$ cat config.mk
export PLATFORM = sky130hd
export DESIGN_NAME = bram_burst_engine
export DESIGN_NICKNAME = d
export VERILOG_FILES = /design/src/rtl/bram_burst_pkg.sv /design/src/rtl/bram_rd_skid_fifo.sv /design/src/rtl/bram_burst_engine.sv
export SDC_FILE = /design/constraint.sdc
export NUM_CORES = 1
export LEC_CHECK = 0
export CORE_MARGIN = 2
export CORE_UTILIZATION = 25
export CTS_CLUSTER_SIZE = 12
export DETAILED_ROUTE_END_ITERATION = 8
export SYNTH_ARGS = -nofsm -noshare
export SYNTH_HDL_FRONTEND = slang
export SYNTH_SLANG_ARGS = --single-unit
$ cat constraint.sdc
create_clock -name clk -period 7.4 [get_ports clk]
set_clock_uncertainty 0.05 [all_clocks]
set_input_delay 1.48 -clock clk [delete_from_list [all_inputs] [get_ports clk]]
set_output_delay 1.48 -clock clk [all_outputs]
set_load 0.02 [all_outputs]
$ cat src/rtl/bram_burst_pkg.sv
// Shared types and constants for the BRAM burst engine.
package bram_burst_pkg;

  // Engine mode: idle/accepting, streaming writes, streaming reads.
  typedef enum logic [1:0] {
    IDLE  = 2'd0,
    WRITE = 2'd1,
    READ  = 2'd2
  } state_t;

  // Read buffer covers one BRAM read latency cycle plus one word of slack.
  localparam int RD_BUF_DEPTH = 2;
  localparam int RD_OCC_W     = $clog2(RD_BUF_DEPTH + 1);
  localparam int RD_PTR_W     = (RD_BUF_DEPTH > 1) ? $clog2(RD_BUF_DEPTH) : 1;

endpackage

$ cat src/rtl/bram_rd_skid_fifo.sv
// Small FIFO holding returned read words {last, data} so the read stream
// can be stalled without losing the word already in flight from the BRAM.
module bram_rd_skid_fifo
  import bram_burst_pkg::*;
#(
  parameter int W = 33
) (
  input  logic                clk,
  input  logic                rst_n,
  input  logic                push,
  input  logic [W-1:0]        push_data,
  input  logic                pop,
  output logic [W-1:0]        head,
  output logic                not_empty,
  output logic [RD_OCC_W-1:0] occ
);

  logic [W-1:0]        mem [RD_BUF_DEPTH];
  logic [RD_PTR_W-1:0] wr_ptr;
  logic [RD_PTR_W-1:0] rd_ptr;
  logic                push_ok;
  logic                pop_ok;

  assign not_empty = (occ != '0);
  assign push_ok   = push && (occ != RD_OCC_W'(RD_BUF_DEPTH));
  assign pop_ok    = pop && not_empty;
  assign head      = mem[rd_ptr];

  // Storage array; contents need no reset because occ gates visibility.
  always_ff @(posedge clk) begin
    if (push_ok) mem[wr_ptr] <= push_data;
  end

  // Pointers and occupancy; reset flushes everything buffered.
  always_ff @(posedge clk or negedge rst_n) begin
    if (!rst_n) begin
      wr_ptr <= '0;
      rd_ptr <= '0;
      occ    <= '0;
    end else begin
      if (push_ok) wr_ptr <= wr_ptr + RD_PTR_W'(1);
      if (pop_ok)  rd_ptr <= rd_ptr + RD_PTR_W'(1);
      occ <= occ + RD_OCC_W'(push_ok) - RD_OCC_W'(pop_ok);
    end
  end

endmodule

$ cat src/rtl/bram_burst_engine.sv
// Burst initiator for one BRAM port: turns a single write/read command into
// one BRAM access per cycle, with stream-side write data and read data.
//
// Handshakes (cmd, wd, rd) are all valid/ready: a transfer happens on the
// rising edge where both valid and ready are high; a producer holding valid
// keeps its payload stable until that edge.
module bram_burst_engine
  import bram_burst_pkg::*;
#(
  parameter int DATA = 32,
  parameter int ADDR = 10
) (
  input  logic            clk,
  input  logic            rst_n,
  input  logic            cmd_valid,
  output logic            cmd_ready,
  input  logic            cmd_wr,
  input  logic [ADDR-1:0] cmd_addr,
  input  logic [ADDR:0]   cmd_len,
  input  logic            wd_valid,
  output logic            wd_ready,
  input  logic [DATA-1:0] wd_data,
  output logic            rd_valid,
  input  logic            rd_ready,
  output logic [DATA-1:0] rd_data,
  output logic            rd_last,
  output logic            done,
  output logic            m_wr,
  output logic [ADDR-1:0] m_addr,
  output logic [DATA-1:0] m_din,
  input  logic [DATA-1:0] m_dout,
  output state_t          state
);

  localparam logic [ADDR:0] LEN_ONE = (ADDR+1)'(1);

  state_t              state_q;
  state_t              state_d;
  logic [ADDR-1:0]     addr_q;
  logic [ADDR:0]       remaining_q;
  logic [ADDR:0]       len_q;
  logic [ADDR:0]       issued_q;
  logic                inflight_q;
  logic                inflight_last_q;
  logic                done_q;

  logic                accept;
  logic                beat;
  logic                pop;
  logic                issue;
  logic [2:0]          credit;
  logic [DATA:0]       fifo_head;
  logic                fifo_not_empty;
  logic [RD_OCC_W-1:0] occ;

  assign accept = cmd_valid && (state_q == IDLE);
  assign beat   = (state_q == WRITE) && wd_valid;
  assign pop    = rd_valid && rd_ready;

  // Buffer slots already claimed once this cycle's pop and last cycle's read
  // return settle; a new read may issue only if one slot stays free for it.
  assign credit = 3'(occ) + 3'(inflight_q) - 3'(pop);

  assign rd_valid = fifo_not_empty;
  assign rd_data  = fifo_head[DATA-1:0];
  assign rd_last  = fifo_not_empty && fifo_head[DATA];
  assign done     = done_q;
  assign state    = state_q;

  // State register.
  always_ff @(posedge clk or negedge rst_n) begin
    if (!rst_n) state_q <= IDLE;
    else        state_q <= state_d;
  end

  // Next-state logic: zero-length commands complete without leaving IDLE.
  always_comb begin
    state_d = state_q;
    case (state_q)
      IDLE: begin
        if (accept && (cmd_len != '0)) state_d = cmd_wr ? WRITE : READ;
      end
      WRITE: begin
        if (beat && (remaining_q == LEN_ONE)) state_d = IDLE;
      end
      READ: begin
        if (pop && rd_last) state_d = IDLE;
      end
      default: state_d = IDLE;
    endcase
  end

  // Output decode: handshakes, BRAM port drive and read issue gating.
  always_comb begin
    cmd_ready = (state_q == IDLE);
    wd_ready  = (state_q == WRITE);
    m_wr      = (state_q == WRITE) && wd_valid;
    m_addr    = addr_q;
    m_din     = wd_data;
    issue     = (state_q == READ) && (issued_q < len_q) && (credit <= 3'd1);
  end

  // Burst counters and address; the address wraps modulo the BRAM depth.
  always_ff @(posedge clk or negedge rst_n) begin
    if (!rst_n) begin
      addr_q      <= '0;
      remaining_q <= '0;
      len_q       <= '0;
      issued_q    <= '0;
    end else if (accept) begin
      addr_q      <= cmd_addr;
      remaining_q <= cmd_len;
      len_q       <= cmd_len;
      issued_q    <= '0;
    end else if (beat) begin
      addr_q      <= addr_q + ADDR'(1);
      remaining_q <= remaining_q - LEN_ONE;
    end else if (issue) begin
      addr_q      <= addr_q + ADDR'(1);
      issued_q    <= issued_q + LEN_ONE;
    end
  end

  // Read-return tracking and the completion pulse.
  always_ff @(posedge clk or negedge rst_n) begin
    if (!rst_n) begin
      inflight_q      <= 1'b0;
      inflight_last_q <= 1'b0;
      done_q          <= 1'b0;
    end else begin
      inflight_q      <= issue;
      inflight_last_q <= issue && (issued_q == (len_q - LEN_ONE));
      done_q          <= (accept && (cmd_len == '0)) ||
                         (beat && (remaining_q == LEN_ONE)) ||
                         (pop && rd_last);
    end
  end

  bram_rd_skid_fifo #(
    .W (DATA + 1)
  ) u_fifo (
    .clk       (clk),
    .rst_n     (rst_n),
    .push      (inflight_q),
    .push_data ({inflight_last_q, m_dout}),
    .pop       (pop),
    .head      (fifo_head),
    .not_empty (fifo_not_empty),
    .occ       (occ)
  );

endmodule
======== Word-level counts from Yosys, hierarchy flattened ========
Memories as Yosys holds them, arrays and structs flattened.
Index checks and enable logic that the tools add are counted.
word-level totals
  memories ................................ 1
  memory bits (writable) .................. 66
  word-level logic and storage cells ...... 72
  flip-flop bits (word level) ............. 52
  input port bits ......................... 91
  memory bits (read-only) ................. 0
  output and inout port bits .............. 82
  bits in latches ......................... 0
cells by class
  equality and inequality tests ........... 9
  multiply operators ...................... 0
  divide/modulo/power cells ............... 0
  reductions and logical operators ........ 24
  shift-type cells ........................ 0
  bitwise operators ....................... 0
  multiplexer cells ....................... 15
  add/sub/neg operators ................... 10
  magnitude comparators ................... 2
memories
  name        words  bits a word  read ports  clocked after Yosys merged registers in  write ports  RTL line                 source
  u_fifo.mem  2      33           1           0                                        1            bram_rd_skid_fifo.sv:18  logic [W-1:0] mem [RD_BUF_DEPTH];
operator list
  cell                                                                              number
  11-bit two-way mux                                                                5
  10-bit two-way mux                                                                3
  11-bit by 1-bit subtractor with 11-bit output, second input constant              2
  1-bit logical AND                                                                 13
  11-bit by 1-bit adder with 11-bit output, second input constant                   1
  11-bit by 1-bit == test with 1-bit output, second input constant                  1
  11-bit == test                                                                    1
  11-bit logical NOT                                                                1
  11-bit < comparator                                                               1
  11-bit nonzero test                                                               1
  10-bit by 1-bit adder with 10-bit output, second input constant                   1
  2-bit two-way mux                                                                 4
  2-bit != test, second input constant                                              3
  2-bit case mux with 3 select lines                                                1
  2-bit nonzero test                                                                3
  2-bit by 1-bit != test with 1-bit output, second input constant                   2
  2-bit by 1-bit adder with 3-bit output                                            1
  3-bit by 1-bit less-or-equal comparator with 1-bit output, second input constant  1
  3-bit AND reduction                                                               1
  3-bit nonzero test                                                                1
  3-bit by 1-bit subtractor with 3-bit output                                       1
  1-bit adder, second input constant                                                2
  2-bit by 1-bit adder with 2-bit output                                            1
  2-bit by 1-bit == test with 1-bit output, second input constant                   1
  other kinds (6)                                                                   8

======== Depth between registers and ports, before layout ========
Gate-level depths: netlist of run 1.
  depth in word-level cells ............... 8
  depth in mapped cells ................... 15

======== Modules after synthesis ========
From an unflattened synthesis of run 1, not the netlist that was laid out.
unflattened totals
  cell total of the unflattened synthesis .. 491
  area total of the unflattened synthesis .. 5889.4 um2
by module, submodules not included
  module             area each (um2)  instances  seq. area each (um2)  cells an instance
  bram_burst_engine  3276.9           1          1201.2                365
  bram_rd_skid_fifo  2612.5           1          2082.0                126

======== Worst setup path before layout of run 1 ========
Ideal clock, no wire load.
  path kind ............................... input to register
  start ................................... in rd_ready
  end ..................................... reg issued_q[4]
  path slack .............................. 3452 ps
  required time ........................... 7223 ps
  stages .................................. 13
  data arrival time ....................... 3770 ps
  cell sequence ........................... and2_1 ha_1 inv_1 ha_1 inv_1 fa_1 nor4bb_1 o211ai_1 a211o_1 buf_2 inv_2 nand4_1 mux2_1
on the way
  cells in the longest elaborated chain, start to end .. 6
ends and longest elaborated chain
  element                                                    RTL line                  source
  start, declared                                            bram_burst_engine.sv:24   input logic rd_ready,
  1-bit logical AND                                          bram_burst_engine.sv:58   assign pop = rd_valid && rd_ready;
  3-bit by 1-bit subtractor with 3-bit output                bram_burst_engine.sv:62   assign credit = 3'(occ) + 3'(inflight_q) - 3'(pop);
  3-bit by 1-bit less-or-equal comparator with 1-bit output  bram_burst_engine.sv:100  issue = (state_q == READ) && (issued_q < len_q) && (credit <= 3'd1);
  1-bit logical AND                                          bram_burst_engine.sv:100
  2-bit nonzero test (no line)                               n/a
  2-bit AND reduction (no line)                              n/a
  end signal, assigned                                       bram_burst_engine.sv:120  issued_q <= issued_q + LEN_ONE;
  end, declared                                              bram_burst_engine.sv:42   logic [ADDR:0] issued_q;
Every way passes these cells.
A chain may end at the register's enable or synchronous reset.

======== Worst setup path after layout of run 1 ========
  start ................................... in wd_valid
  end ..................................... out m_wr
on the way
  cells in the longest elaborated chain, start to end .. 1
ends and longest elaborated chain
  element            RTL line                 source
  start, declared    bram_burst_engine.sv:20  input logic wd_valid,
  1-bit logical AND  bram_burst_engine.sv:97  m_wr = (state_q == WRITE) && wd_valid;
  end, declared      bram_burst_engine.sv:28  output logic m_wr,
Every way passes these cells.

==> results of run 1 <==
## cells by family after synthesis
| group | Yosys count | synth area share, % |
|---|---|---|
| compound gates | 103 | 12.0 |
| xor+xnor | 15 | 2.20 |
| fa+ha+maj | 21 | 4.53 |
| buf+inv | 76 | 7.03 |
| flops | 118 | 55.1 |
| mux | 38 | 7.10 |
| simple gates | 139 | 12.0 |
## power by group through the flow
stage	logic (mW)	clock network (mW)	registers, mW
floorplan	0.753	0	0.990
global placement	1.14	0	1.00
detailed placement	1.15	0	1.00
CTS	1.16	0.816	0.993
global route	1.27	0.845	1.02
finish	1.15	0.802	0.994
## worst paths after layout
| path | endpoint | slack [ps] |
|---|---|---|
| hold / removal | u_fifo.mem[0][32] | 390 |
| min in group asynchronous | issued_q[3] | 1140 |
| setup / recovery | m_wr | 2540 |
| setup reg to reg | issued_q[4] | 3620 |
| max in group asynchronous | u_fifo.occ[0] | 5690 |
| hold reg to reg | u_fifo.mem[0][32] | 390 |
## cell type report
type,count,area (sq um),share of cell area [%]
Timing Repair Buffer,113,1110,14.4
Multi-Input combinational cell,316,2260,29.3
Inverter,24,90.1,1.17
Antenna cell,1,2.50,0.0324
Sequential cell,118,3280,42.5
Clock buffer,19,433,5.61
Clock inverter,12,136,1.77
Tap cell,319,399,5.17
## synthesized netlist by cell type, types with 6 or more instances
library cell,n
nand3_1,10
a21oi_1,12
dfrtp_1,52
nor4_1,7
nand4_1,6
edfxtp_1,66
nor2_1,27
xnor2_1,11
o22ai_1,6
a41o_1,6
mux2_2,33
inv_1,22
and2_1,8
o21ai_0,28
buf_4,34
ha_1,20
nor3_1,9
clkbuf_1,10
nand2_1,45
o211ai_1,8
a31oi_1,9
## per-stage QoR
step                worst slack (ps)  std cells  hold slack (ps)
floorplan                       3450        510              370
global placement                2570        890              393
detailed placement              2540        890              382
CTS                             2550        921              394
global route                    2440        921              406
finish                          2540        922              390
## metal layers
| layer | up-vias | routed length [microns] |
|---|---|---|
| met5 | - | 0 |
| met4 | 0 | 38 |
| met3 | 4 | 1460 |
| met2 | 157 | 6370 |
| met1 | 2098 | 6720 |
| li1 | 2031 | - |
## sequential cells by signal, summed over array words and instances (netlist names), 2 cells and up
signal / cells
u_fifo.occ: 2
remaining_q: 11
len_q: 11
u_fifo.mem: 66
state: 2
m_addr: 10
issued_q: 11
==> summary.md, run 1 <==
| Metric | Value |
|---|---|
| Vias in the first global route | 4213 |
| Number of synthesized flops with an enable pin | 66 |
| Busiest grt layer | met2 |
| Period utilisation layout | 65.7% |
| Kind of critical path | input port to primary output |
| Final nets | 702 |
| Sw Ratio | 36.1% |
| Max_cap viols | 0 |
| Yosys top cell area share | 33.3% |
| Area contributors post-synth | edfxtp_1 (33%), dfrtp_1 (22%), mux2_2 (6.2%) |
| Fmax achieved | 0.206 GHz |
| CP arrival | 3330 ps |
| Clock period minus worst slack | 4860 ps |
| CP endpoint kind | primary output |
| Leading cell type in the layout, fill and taps excluded | clkdlybuf4s50_1 |
| Detail Route Antenna Nets | 0 |
| Cts hold-fix bufs | 0 |
| Leakage | 2.94 nW |
| CP delay by family, top | buffers and inverters |
| Max incr delay on CP | 690 ps |
| Worst setup SP type | input port |
| CTS H-Tree Depth | 4 |
| Worst setup path startpoint | wd_valid |
| FILL cells | 2334 |
| Count of cell types in the netlist | 65 |
| VDD IR max | 0.213 mV |
| Initial antenna violation count | 0 |
| Max transition margin | 32.3% |
| Switching pwr | 1.06 mW |
| Avg Cell Area, Syn | 11.7 sq um |
| Critical path depth in cells | 4 |
| Synth Net Count | 622 |
| Met3 usage | 5.33% |
| Post-DP Area | 0.00715 sq mm |
| Largest net degree at the start of global routing | 53 |
| Grt ovf | 0 |
| Design Power | 2.94 mW |
| Total clock buffers created by CTS | 17 |
| Final core area utilization | 33.0% |
| Worst hold start | inflight_last_q |
| WP data required | 5870 ps |
| Syn Inst Count | 510 |
| Max Root-Sink Buffers | 2 |
| Synthesized cell area | 0.00596 sq mm |
| Total wire length | 14.6 mm |
| Setup bufs post-CTS | 0 |
| Avg WL per Cell | 15.8 microns |
| Worst reg2reg path depth | 13 |
| GR Layer Usage met1 | 15.9% |
| Global-route wire length before repair | 22.9 mm |
| Drt first pass iters | 4 |
| Starting density of the core | 25.5% |
| P&R area growth vs syn | 29.6% |
| Seq/Total Area, Yosys | 55.1% |
| # DRC | 0 |
| Critical-path cell list | clkdlybuf4s50_1, nand3b_1, clkinv_1, clkdlybuf4s50_1 |
| CP max FO | 14 |
| Worst-margin pin slew | 1010 ps |
| Boundary Pins | 173 |
| Die X | 158 microns |
| GRT Util Overall | 11.9% |
| Die Span Y | 158 microns |
| Port bufs | 108 |
| Fraction of layout cells with a size suffix above 1 | 12.3% |
| Power per Cell Area | 381 mW/mm^2 |
| Skew-Pair Late Insertion Delay | 420 ps |
| Commonest cells after routing, fill and taps aside | clkdlybuf4s50_1 (107), edfxtp_1 (66), dfrtp_1 (52), nand2_1 (45), mux2_2 (33) |
| Crit-path most repeated cell | clkdlybuf4s50_1 |
| Routed via count | 4290 |
| RSZ-0062 raised after global routing | no |
| Root buffer selected by CTS | clkbuf_16 |
| DPL Wire Length | 10.3 mm |
| Synth area leader | edfxtp_1 |
| Cell Rows | 56 |
| Post-cts resize count | 0 |
| Final setup TNS | 0 ps |
| Clock transition at the registers of the reported paths | 50 ps |
| Primary FF master, synth | edfxtp_1 |
| Final Slew Violations | 0 |
| Hold Crit Depth | 0 |
| Seq pwr share | 33.8% |
| Final instance area | 0.00772 sq mm |
| Combinational share of power | 39.0% |
| RR Startpoint | u_fifo.occ[1] |
| Yosys reg bits | 118 |
| Final count of hold timing violations | 0 |
| Yosys warnings | 0 |
| # setup viols final | 0 |
| Clock power frac | 27.2% |
| Core ar. | 0.0234 sq mm |
| Status | completed |
| Post-DR vias/cell | 4.65 |
| Hold crit path type | register to register |
| GP Congestion | 0.856 |
| CP max stage cell | clkdlybuf4s50_1 |
| Initial drt markers | 242 |
| Met2 global-route usage | 17.7% |
| WP buf/inv | 3 |
| Die ar. | 0.0251 sq mm |
| P_int | 1.88 mW |
| Async SR Flop Fraction | 44.1% |
| Clk sinks | 118 |
| Clock tree from TritonCTS | yes |
Power figures use the tool's default switching activity.
==> run 2: changes to the inputs <==
- clock period: 7.4 -> 4.4 ns (I/O delays scaled with it)
==> run 2 against run 1 <==
Register-to-register slack got worse by 2800 ps. Sequential power increased by 68%. Wire length grew 0.29%. First-iteration DRC count decreased by 9.9%. Global-route usage shrank 0.30 points. Worst setup slack worse by 1700 ps. Critical endpoint is now m_addr[9].
==> summary.md, run 2 (synthesized netlist as in run 1, its figures left out) <==
| Metric | Value |
|---|---|
| Detail Route Antenna Nets | 0 |
| Starting density of the core | 25.5% |
| Global-route wire length before repair | 22.4 mm |
| CP max stage cell | fa_1 |
| Routed via count | 4289 |
| Final core area utilization | 33.1% |
| DPL Wire Length | 10.6 mm |
| Clock tree from TritonCTS | yes |
| Layout Cells excl Fill | 926 |
| Avg WL per Cell | 15.8 microns |
| Port bufs | 108 |
| GP Congestion | 0.832 |
| Fraction of layout cells with a size suffix above 1 | 13.7% |
| Cell Rows | 56 |
| # DRC | 0 |
| Leakage | 2.96 nW |
| Final Slew Violations | 0 |
| Worst-margin pin slew | 998 ps |
| Multi-input gate area | 0.00226 sq mm |
| Initial antenna violation count | 1 |
| Final nets | 706 |
| Cts hold-fix bufs | 0 |
| GRT Util Overall | 11.6% |
| Setup WS pre-CTS | 399 ps |
| Max incr delay on CP | 480 ps |
| Final count of hold timing violations | 0 |
| Biggest register | u_fifo.mem |
| CP endpoint kind | register |
| Worst setup SP type | input port |
| Commonest cells after routing, fill and taps aside | clkdlybuf4s50_1 (107), edfxtp_1 (66), dfrtp_1 (52), nand2_1 (45), mux2_2 (33) |
| VDD IR max | 0.295 mV |
| Root buffer selected by CTS | clkbuf_16 |
| WP data required | 4640 ps |
| Max Root-Sink Buffers | 2 |
| Max transition margin | 33.3% |
| FILL cells | 2399 |
| RSZ-0062 raised after global routing | no |
| Met1 wire length | 6.73 mm |
| Die Span Y | 158 microns |
| Final instance area | 0.00775 sq mm |
| Power per Cell Area | 638 mW/mm^2 |
| Core ar. | 0.0234 sq mm |
| Status | completed |
| Post-DR vias/cell | 4.63 |
| Critical-path cell list | clkdlybuf4s50_1, and2_1, ha_1, inv_1, ha_1, inv_1, fa_1, nor4bb_1, o211ai_1, a211o_1, inv_2, buf_4, o22ai_1, o2bb2ai_1 |
| Die ar. | 0.0251 sq mm |
| Boundary Pins | 173 |
| CP delay by family, top | buffers and inverters |
| Hold crit path type | input port to async pin |
| Max_cap viols | 0 |
| Leading cell type in the layout, fill and taps excluded | clkdlybuf4s50_1 |
| Total wire length | 14.6 mm |
| Clock period minus worst slack | 3610 ps |
| Post-cts resize count | 0 |
| Vias in the first global route | 4172 |
| CP max FO | 16 |
| Clk sinks | 118 |
| Setup bufs post-CTS | 0 |
| Post-placement cell count | 894 |
| WP buf/inv | 5 |
| CP arrival | 3840 ps |
| Routed wl met3 | 1.32 mm |
| Max reg flops | 66 |
| PnR worst setup slack | 793 ps |
| CTS H-Tree Depth | 4 |
| # setup viols final | 0 |
| Initial drt markers | 218 |
| Fmax achieved | 0.277 GHz |
| Period utilisation layout | 82.0% |
| Grt ovf | 0 |
| Skew-Pair Late Insertion Delay | 410 ps |
| FF/Latch Area | 0.00328 sq mm |
| Die X | 158 microns |
| Max Used Layer | met4 |
| Clock transition at the registers of the reported paths | 60 ps |
| # diodes | 0 |
| Met2 routed WL | 6.47 mm |
| Kind of critical path | input port to register |
| Drt first pass iters | 4 |
| Total clock buffers created by CTS | 17 |
| P&R area growth vs syn | 30.0% |
| Post-DP Area | 0.00718 sq mm |
| Final setup TNS | 0 ps |
| Largest net degree at the start of global routing | 36 |
==> run 2: cell types whose count changed in the layout (fill, tap and decap cells not counted) <==
cell	previous run	this run
buf_4	5	9
bufinv_16	3	1
diode_2	1	0
clkinvlp_4	2	3
inv_6	0	7
clkinv_1	4	2
clkinv_2	4	0
clkinv_4	0	3
clkbuf_1	2	0
==> run 2: cell type report <==
| type | instances | share of cell area (%) |
|---|---|---|
| Multi-Input combinational cell | 316 | 29.2 |
| Clock inverter | 15 | 1.86 |
| Clock buffer | 17 | 5.49 |
| Sequential cell | 118 | 42.4 |
| Tap cell | 319 | 5.15 |
| Timing Repair Buffer | 117 | 14.8 |
| Inverter | 24 | 1.16 |
==> run 2: metal layers <==
metal,up-vias,track usage (%)
met2,169,18.0
li1,2033,-
met3,12,4.84
met1,2075,15.1
met5,-,0
met4,0,3.05
==> run 2: where the power goes <==
part	switching (mW)	internal, mW
combinational	1.07	0.891
sequential	0.253	1.41
clock	0.528	0.788
total	1.85	3.09
==> run 2: worst paths after layout <==
path,from,end,slack [ps],cells past startpoint
setup / recovery,rd_ready,m_addr[9],790,14
hold / removal,rst_n,len_q[9],370,1
setup reg to reg,u_fifo.occ[1],m_addr[9],850,14
hold reg to reg,inflight_last_q,u_fifo.mem[0][32],420,0
max in group asynchronous,rst_n,issued_q[5],3080,2
min in group clk,inflight_last_q,u_fifo.mem[0][32],420,0
==> run 2: per-stage QoR <==
stage	total power, mW	hold slack (ps)
CTS	4.99	367
global placement	3.63	412
floorplan	2.93	370
global route	5.26	388
detailed placement	3.65	420
finish	4.94	368
==> variant (flow settings as in run 2) <==
Set the parameter `ADDR` to 9 (it was 10).
--- a/src/rtl/bram_burst_engine.sv
+++ b/src/rtl/bram_burst_engine.sv
@@ -8,7 +8,7 @@
   import bram_burst_pkg::*;
 #(
   parameter int DATA = 32,
-  parameter int ADDR = 10
+  parameter int ADDR = 9
 ) (
   input  logic            clk,
   input  logic            rst_n,
Interface: changed (resized cmd_addr, cmd_len and m_addr); port bits go from 173 to 170. No check against the original RTL was run, so the function may have changed too.
==> variant against run 2 <==
- synthesized area down 4.6%
- global-route usage is 0.40 points lower
- setup slack worse by 0.040 ns
- power shrank 4.7%
- critical path depth unchanged
- largest cell class unchanged
- clock power fell by 3%
- sequential cell count is 4 lower
- final area fell by 4.6%
- critical path type unchanged
- maximum frequency decreased by 1.1%
- routed wire length is 9.6% lower
==> variant: results (changes against run 2) <==
----------------------------------------------------
[Outcome]
  Outcome ... complete, no violations (unchanged)

[STA]
  Max-Slew Margin vs Limit ... 32.2% (was 33.3%)

[Critical path]
  Data arrival, critical path ... 3.93 ns (was 3.84 ns)
  Maximum fanout along the worst path ... 7 (was 16)
  FF-to-FF End ... m_addr[3] (was m_addr[9])
  Reg2Reg Depth ... 15 (was 14)

[Synth]
  Share of async-settable or async-resettable flops after synthesis ... 42.1% (was 44.1%)
  Number of distinct standard cells referenced by the synthesized netlist ... 56 (was 65)
  Synthesized-area fraction occupied by adder cells ... 4.53% (about the same)
  Mux contribution to synthesized area ... 7.42% (was 7.10%)
  Post-synthesis share of cell area spent on xor and xnor gates ... 3.54% (was 2.20%)
  Sequential-to-total area share from yosys stat ... 56.0% (was 55.1%)

[Placed design]
  Post-detailed-placement cell area ... 0.00684 mm2 (was 0.00718 mm2)
  IO Port Bufs ... 105 (was 108)
  HPWL reported at the end of detailed placement ... 9.25 mm (was 10.6 mm)

[GRT]
  Overall fraction of global-route tracks in use ... 11.2% (was 11.6%)
  Maximum number of pins on one net before global-route repair ... 49 (was 36)
  First-pass GRT wire length ... 20.6 mm (was 22.4 mm)
  Via count of the first global-routing pass ... 3774 (was 4172)
  Antenna violations before repair ... 0 (was 1)

[Final layout]
  Number of inserted filler cells in the final layout ... 2244 (was 2399)
  Layout cell share with drive strength beyond 1 ... 14.4% (was 13.7%)

[Detailed routing]
  Via density ... 4.58 (was 4.63)
  DRT Pass-1 Iters ... 5 (was 4)

[Worst hold path]
  Min-delay worst type ... register to register (was primary input to asynchronous set/reset pin)

[Pwr]
  Worst vdd ir ... 0.000291 V (was 0.000295 V)
  Leakage power ... 0.00281 uW (was 0.00296 uW)

----------------------------------------------------
[variant: cell count changes in the layout (fill, tap and decap cells not counted), sizes merged, moves of 4 or more]
cell	delta
a41o	-6
nand3	+9
a31oi	-6
dfrtp	-4
a22oi	-4
o22ai	-5
xnor2	+6
o21ai	+4
and3	+5
o211ai	-4
a21oi	+5
[variant: final cells by class]
class                   instances  share of cell area (%)
flip-flops and latches        114                    43.1
multi-input cells             301                    28.5
repair buffers                113                    15.0
clock buffers                  17                    5.76
well taps                     285                    4.82
clock inverters                15                    1.71
inverters                      24                    1.22
[variant: metal layers]
metal / wire length [um] / vias up / global-route usage [%] / share of wire [%]
li1: - / 1901 / - / -
met5: 0 / - / 0 / 0
met4: 137 / 0 / 3.62 / 1.0
met1: 6190 / 1907 / 15.7 / 47
met2: 5850 / 159 / 16.1 / 44
met3: 1050 / 12 / 4.17 / 7.9
[variant: per-stage QoR]
| stage | hold slack [ns] | total power, uW | util, % | cells | worst slack, ns |
|---|---|---|---|---|---|
| after global placement | 0.374 | 3430 | 30.4 | 837 | 0.432 |
| after global routing | 0.406 | 5000 | 32.8 | 869 | 0.599 |
| after floorplan | 0.370 | 2790 | - | 488 | 1.13 |
| final | 0.394 | 4710 | 32.8 | 869 | 0.753 |
| after CTS | 0.395 | 4760 | 32.8 | 869 | 0.760 |
| after detailed placement | 0.381 | 3450 | 30.4 | 837 | 0.379 |
[variant: worst max-delay path by stage]
stage                         from         to  slack [ns]  cells past startpoint
after global routing      rd_ready  m_addr[3]        0.60                     14
final                     rd_ready  m_addr[3]        0.75                     14
after floorplan           rd_ready  m_addr[3]        1.13                     13
after detailed placement  rd_ready  m_addr[3]        0.38                     14
after CTS                 rd_ready  m_addr[3]        0.76                     14
after global placement    rd_ready  m_addr[3]        0.43                     14
[variant: report_power, final]
part	internal [uW]	switching, uW
clock	735	548
sequential	1360	224
combinational	848	998
[variant: logic make-up (layout without fill, tap and decap cells)]
logic type / after synthesis / after routing
muxes: 38 / 38
buffers and inverters: 73 / 169
adders and majority gates: 20 / 20
AOI/OAI and AO/OA: 77 / 77
xor gates and xnor gates: 23 / 23
DFF: 114 / 114
and+or+nand+nor: 143 / 143
